$ cat config.mk
export PLATFORM = sky130hd
export DESIGN_NAME = flash_spi_reader
export DESIGN_NICKNAME = d
export VERILOG_FILES = /design/src/rtl/flash_spi_reader.sv
export SDC_FILE = /design/constraint.sdc
export NUM_CORES = 1
export LEC_CHECK = 0
export CORE_MARGIN = 8
export CORE_UTILIZATION = 30
export CTS_BUF_LIST = sky130_fd_sc_hd__clkbuf_4 sky130_fd_sc_hd__clkbuf_8 sky130_fd_sc_hd__clkbuf_16
export CTS_CLUSTER_SIZE = 30
export DETAILED_ROUTE_END_ITERATION = 10
export GPL_ROUTABILITY_DRIVEN = 1
export MAX_ROUTING_LAYER = met4
export SLEW_MARGIN = 20
export SYNTH_ARGS = -nofsm -noshare
export SYNTH_HDL_FRONTEND = slang
export SYNTH_SLANG_ARGS = --single-unit
$ cat constraint.sdc
create_clock -name clk_in -period 2.6 [get_ports clk_in]
set_clock_uncertainty 0.1 [all_clocks]
set_input_delay 0.52 -clock clk_in [delete_from_list [all_inputs] [get_ports clk_in]]
set_output_delay 0.52 -clock clk_in [all_outputs]
set_load 0.01 [all_outputs]
$ cat src/rtl/flash_spi_reader.sv
// SPI flash read sequencer: wakes the flash from deep power-down after reset,
// then converts the enable / continue-read handshake into JEDEC READ (0x03)
// transactions, returning one byte at a time. SPI mode 0, MSB first.
module flash_spi_reader #(
  parameter int CLK_DIV          = 2,
  parameter int WAKE_WAIT_CYCLES = 3000,
  parameter int CS_GAP_CYCLES    = 8
) (
  input  logic       clk_in,
  input  logic       reset_in,
  input  logic       FLASH_enable,
  input  logic [7:0] FLASH_data_out,
  input  logic       FLASH_continue_read,
  output logic [7:0] FLASH_data_in,
  output logic       FLASH_busy,
  output logic       spi_cs_n,
  output logic       spi_sck,
  output logic       spi_mosi,
  input  logic       spi_miso
);

  localparam int DW = $clog2(2 * CLK_DIV + 1);

  typedef enum logic [2:0] {
    S_WAKE_CMD,
    S_WAKE_WAIT,
    S_IDLE,
    S_CMD,
    S_ADDR,
    S_DATA,
    S_HOLD,
    S_CSGAP
  } state_t;

  state_t      state_q, state_d;
  logic [DW-1:0] div_q, div_d;       // position inside the current bit
  logic [5:0]  bit_q, bit_d;         // bits completed in the current phase
  logic [31:0] wait_q, wait_d;       // CS-high wait counter
  logic [31:0] tx_q, tx_d;           // outgoing bits, MSB drives spi_mosi
  logic [7:0]  rx_q, rx_d;           // incoming byte being assembled
  logic [7:0]  sector_q, sector_d;
  logic        en_prev_q;
  logic        pend_q, pend_d;       // enable edge seen during CS gap
  logic        cs_n_q, cs_n_d;
  logic        sck_q, sck_d;
  logic        busy_q, busy_d;
  logic [7:0]  data_q, data_d;

  logic en_rise;
  logic half_end;
  logic bit_end;
  logic shifting;

  assign en_rise  = FLASH_enable & ~en_prev_q;
  assign half_end = (div_q == DW'(CLK_DIV - 1));
  assign bit_end  = (div_q == DW'(2 * CLK_DIV - 1));
  assign shifting = ((state_q == S_WAKE_CMD) && !cs_n_q) || (state_q == S_CMD) ||
                    (state_q == S_ADDR) || (state_q == S_DATA);

  assign FLASH_data_in = data_q;
  assign FLASH_busy    = busy_q;
  assign spi_cs_n      = cs_n_q;
  assign spi_sck       = sck_q;
  assign spi_mosi      = tx_q[31];

  // State and datapath registers; reset returns to the wake-up sequence.
  always_ff @(posedge clk_in) begin
    if (reset_in) begin
      state_q   <= S_WAKE_CMD;
      div_q     <= '0;
      bit_q     <= '0;
      wait_q    <= '0;
      tx_q      <= '0;
      rx_q      <= '0;
      sector_q  <= '0;
      en_prev_q <= 1'b0;
      pend_q    <= 1'b0;
      cs_n_q    <= 1'b1;
      sck_q     <= 1'b0;
      busy_q    <= 1'b1;
      data_q    <= '0;
    end else begin
      state_q   <= state_d;
      div_q     <= div_d;
      bit_q     <= bit_d;
      wait_q    <= wait_d;
      tx_q      <= tx_d;
      rx_q      <= rx_d;
      sector_q  <= sector_d;
      en_prev_q <= FLASH_enable;
      pend_q    <= pend_d;
      cs_n_q    <= cs_n_d;
      sck_q     <= sck_d;
      busy_q    <= busy_d;
      data_q    <= data_d;
    end
  end

  // Bit engine plus next-state and output decode.
  always_comb begin
    state_d  = state_q;
    div_d    = div_q;
    bit_d    = bit_q;
    wait_d   = wait_q;
    tx_d     = tx_q;
    rx_d     = rx_q;
    sector_d = sector_q;
    pend_d   = pend_q;
    cs_n_d   = cs_n_q;
    sck_d    = sck_q;
    busy_d   = busy_q;
    data_d   = data_q;

    // Common bit timing: low half, rising edge samples miso, high half,
    // falling edge advances mosi to the next bit.
    if (shifting) begin
      div_d = div_q + DW'(1);
      if (half_end) begin
        sck_d = 1'b1;
        rx_d  = {rx_q[6:0], spi_miso};
      end
      if (bit_end) begin
        div_d = '0;
        sck_d = 1'b0;
        bit_d = bit_q + 6'd1;
        tx_d  = {tx_q[30:0], 1'b0};
      end
    end

    case (state_q)
      S_WAKE_CMD: begin
        if (cs_n_q) begin
          cs_n_d = 1'b0;
          tx_d   = {8'hAB, 24'h000000};
          div_d  = '0;
          bit_d  = '0;
          sck_d  = 1'b0;
        end else if (bit_end && (bit_q == 6'd7)) begin
          state_d = S_WAKE_WAIT;
          cs_n_d  = 1'b1;
          wait_d  = '0;
        end
      end
      S_WAKE_WAIT: begin
        wait_d = wait_q + 32'd1;
        if (wait_q == 32'(WAKE_WAIT_CYCLES - 1)) begin
          state_d = S_IDLE;
        end
      end
      S_IDLE: begin
        pend_d = 1'b0;
        if (en_rise || pend_q) begin
          if (en_rise) begin
            sector_d = FLASH_data_out;
            tx_d     = {8'h03, FLASH_data_out, 16'h0000};
          end else begin
            tx_d     = {8'h03, sector_q, 16'h0000};
          end
          state_d = S_CMD;
          cs_n_d  = 1'b0;
          div_d   = '0;
          bit_d   = '0;
          sck_d   = 1'b0;
        end
      end
      S_CMD, S_ADDR, S_DATA, S_HOLD: begin
        if (!FLASH_enable) begin
          // Abort: drop the partial byte and release the flash.
          state_d = S_CSGAP;
          cs_n_d  = 1'b1;
          sck_d   = 1'b0;
          busy_d  = 1'b1;
          tx_d    = '0;
          div_d   = '0;
          bit_d   = '0;
          wait_d  = '0;
        end else begin
          case (state_q)
            S_CMD: begin
              if (bit_end && (bit_q == 6'd7)) state_d = S_ADDR;
            end
            S_ADDR: begin
              if (bit_end && (bit_q == 6'd31)) begin
                state_d = S_DATA;
                bit_d   = '0;
                tx_d    = '0;
              end
            end
            S_DATA: begin
              tx_d = '0;
              if (bit_end && (bit_q == 6'd7)) begin
                state_d = S_HOLD;
                data_d  = rx_q;
                busy_d  = 1'b0;
              end
            end
            default: begin
              if (FLASH_continue_read) begin
                state_d = S_DATA;
                busy_d  = 1'b1;
                div_d   = '0;
                bit_d   = '0;
                sck_d   = 1'b0;
              end
            end
          endcase
        end
      end
      S_CSGAP: begin
        if (en_rise) begin
          pend_d   = 1'b1;
          sector_d = FLASH_data_out;
        end
        wait_d = wait_q + 32'd1;
        if (wait_q == 32'(CS_GAP_CYCLES - 1)) begin
          state_d = S_IDLE;
        end
      end
      default: state_d = S_WAKE_CMD;
    endcase
  end

endmodule

==> impl_metrics.json <==
{
  "postRouteAntennaNets": 0,
  "place_ws_ps": -202,
  "synth_common_cells": "dfxtp_1 (105), nand2_1 (61), a21oi_1 (55)",
  "power.switching_mw": 1.16,
  "cp-start-kind": "flip-flop",
  "min_to": "tx_q[7]",
  "area_delta_synth_final_pct": 21.1,
  "synth_cell_types": 61,
  "r2r_end": "wait_q[25]",
  "hold_class": "reg2reg",
  "synth_most_common_cell": "dfxtp_1",
  "grt_max_degree": 31,
  "power.density_mw_per_mm2": 634,
  "clkLatencyLatePin_ps": 350,
  "synth_edf_count": 0,
  "setup_viol": 0,
  "syn-num-nets": 602,
  "hold_viol_final": 0,
  "crit_chain": "ha_2 > nand4b_2 > o41a_1 > or4_4 > or4_1 > a21oi_1",
  "p_int_mw": 2.66,
  "synthCells": 585,
  "power.share.combinational_pct": 19.1,
  "worstSetupEndpointType": "flip-flop",
  "rsz0062_at_grt": "no",
  "row_count": 47,
  "dieArea_mm2": 0.0209,
  "period_share_pct": 95.6,
  "worst_slack_ps": 113,
  "ys.flop_type": "dfxtp_1",
  "max-slew-margin-rel_pct": 57.8,
  "sw_frac_of_total_pct": 30.4,
  "cts_buffers": 9,
  "cts_hold_buf": 0,
  "drive_above_1_share_pct": 12.1,
  "avgSynthCellArea_um2": 8.50,
  "drtPass1Iterations": 5,
  "slew_violations": 0,
  "power_frac_clock_pct": 36.3,
  "track_usage_pct": 12.4,
  "ff2ff_path_depth": 6,
  "critPathTopFamily": "simple AND/OR/NAND/NOR gates",
  "fin_nets": 641,
  "drtIter0Drc": 312,
  "r2r_start": "div_q[1]",
  "p_leak_nw": 2.08,
  "timing.fmax_mhz": 402,
  "status": "complete, no violations",
  "cts_tree": "done",
  "cp.required_ps": 2790,
  "cp_slowest_cell": "or4_4",
  "cp.buffers_inverters": 0,
  "gp_routability_congestion": 0.888,
  "async_flop_share_pct": 0,
  "die_h_um": 145,
  "die_width_um": 145,
  "avgRoutedWirePerCell_um": 14.3,
  "worst_slew_pin_slew_ps": 633,
  "cap_violations": 0,
  "io_pins": 25,
  "htreeDepth": 3,
  "initial_utilization_pct": 30.3,
  "crit_fanout": 6,
  "worstSetupPathType": "reg2reg",
  "yosysWarnings": 0,
  "antenna-diode-count": 0,
  "portBuffers": 24,
  "vias": 4447,
  "globalRouteOverflowTotal": 0,
  "grt_pass1_wl_um": 20400,
  "syn_area_mm2": 0.00497,
  "fin_crit_ps": 2490,
  "post-route-drc-count": 0,
  "holdCritStartpoint": "tx_q[6]",
  "fillerInstances": 1635,
  "synth_top_area_share_pct": 42.3,
  "ys_seq_area_share_pct": 42.3,
  "crit_path_start": "div_q[1]",
  "drt_wl_total_um": 12100,
  "critPathArrivalTime_ps": 2670,
  "core-area_mm2": 0.0164,
  "peakVddDrop_v": 0.000401,
  "clock_path_buffers": 2,
  "tns_ps": 0,
  "grt_pass1_vias": 4215,
  "cts.sinks": 105,
  "max_stage_delay_ps": 560,
  "seqPwrFrac_pct": 44.5,
  "ys_top_cells_by_area": "dfxtp_1 (42%), mux2i_1 (8.3%), a21oi_1 (5.5%)",
  "ys_ff_latch": 105,
  "hpwl_um": 8680,
  "r2r_slack_ps": 110,
  "yosysTopAreaCell": "dfxtp_1",
  "routed_via_density": 5.24,
  "antenna_found_initial": 0,
  "clock-root-buffer": "clkbuf_16",
  "cts.reportedPaths.clkPinSlew_ps": 80,
  "whs_path_depth": 2
}
-- worst register-to-register path, cell delays in order (launching register included) --
cell and delay [ps]:
dfxtp_2 350, ha_2 190, nand4b_2 150, o41a_1 510
or4_4 560, or4_1 410, a21oi_1 160
-- registers in the layout, summed over array words and instances (netlist names) --
register	flops
sector_q	8
spi_sck	1
FLASH_busy	1
state_q	3
div_q	3
tx_q	32
wait_q	32
spi_cs_n	1
rx_q	8
bit_q	6
FLASH_data_in	8
en_prev_q	1
pend_q	1
-- per-layer routing --
| layer | wire length, um | up-vias | track usage (%) | part of all wire (%) |
|---|---|---|---|---|
| met5 | 0 | - | - | 0 |
| met4 | 204 | 0 | 4.93 | 1.7 |
| met2 | 5910 | 103 | 19.9 | 49 |
| met1 | 5520 | 2130 | 14.9 | 45 |
| li1 | - | 2199 | - | - |
| met3 | 513 | 15 | 2.62 | 4.2 |
-- worst max path at each step --
| stage | to | slack, ps | depth (start not counted) |
|---|---|---|---|
| CTS | wait_q[7] | 7 | 5 |
| global route | wait_q[21] | 3 | 6 |
| detailed placement | wait_q[7] | -200 | 6 |
| global placement | wait_q[29] | -130 | 7 |
| floorplan | wait_q[17] | 120 | 7 |
| finish | wait_q[25] | 110 | 6 |
-- stage by stage --
stage               total power [mW]  instance area [um^2]  std cells  utilization (%)  hold WS [ps]
finish                          3.82                  6020        849             36.7           354
detailed placement              2.43                  5660        829             34.5           343
floorplan                       2.16                  4970        585                -           310
CTS                             3.83                  5970        845             36.4           356
global route                    4.00                  6020        849             36.7           368
global placement                2.42                  5660        829             34.5           317
-- timing repair --
action                                  4_1_cts  5_1_grt
gates resized for setup                       0        7
pin swaps                                     2        3
endpoints found under the setup margin       30       10
cloned                                        0        1
setup buffers                                 0        2
-- power groups by stage --
stage          Clock, mW  Combinational, mW  Sequential (mW)
6_report            1.39              0.731             1.70
5_1_grt             1.50              0.796             1.71
4_1_cts             1.44              0.700             1.70
3_5_place_dp           0              0.698             1.74
3_3_place_gp           0              0.683             1.73
2_1_floorplan          0              0.429             1.73
-- cells in the final DEF, fill, tap and decap left out, types with 4 or more instances in the layout --
cell,synthesis,final
dfxtp_1,105,102
nand2b_1,4,4
or4_1,10,9
o21ai_0,23,23
mux2i_1,41,41
and3_1,9,9
o31ai_1,11,10
nor4_1,12,12
and2_1,6,6
nor2b_1,4,4
a21oi_1,55,55
clkbuf_16,0,9
xnor2_1,13,13
nand4_1,13,13
nor2_1,49,48
a21boi_0,5,5
inv_1,14,14
nor3_1,15,15
nand3b_1,4,4
buf_4,0,36
nand2_1,61,61
or3_1,11,11
xor2_1,7,7
o22ai_1,9,9
clkdlybuf4s50_1,0,24
and4_1,4,4
nand3_1,20,20
-- cells by family (layout without fill, tap and decap cells) --
group / after synthesis / count (layout) / share of synthesized area [%]
muxes: 42 / 42 / 8.48
and+or+nand+nor: 235 / 236 / 24.5
buffers and inverters: 51 / 94 / 4.28
adders and majority gates: 4 / 4 / 1.01
DFF: 105 / 105 / 42.3
AOI/OAI and AO/OA: 128 / 128 / 16.0
xor gates and xnor gates: 20 / 20 / 3.52
-- layout make-up --
type / instances / area (um^2) / area share [%]
Timing Repair Buffer: 64 / 586 / 9.72
Sequential cell: 105 / 2110 / 35.0
Clock buffer: 9 / 225 / 3.74
Multi-Input combinational cell: 430 / 2690 / 44.7
Clock inverter: 7 / 85.1 / 1.41
Inverter: 14 / 52.6 / 0.872
Tap cell: 220 / 275 / 4.57
(Power assumes the default switching activity.)
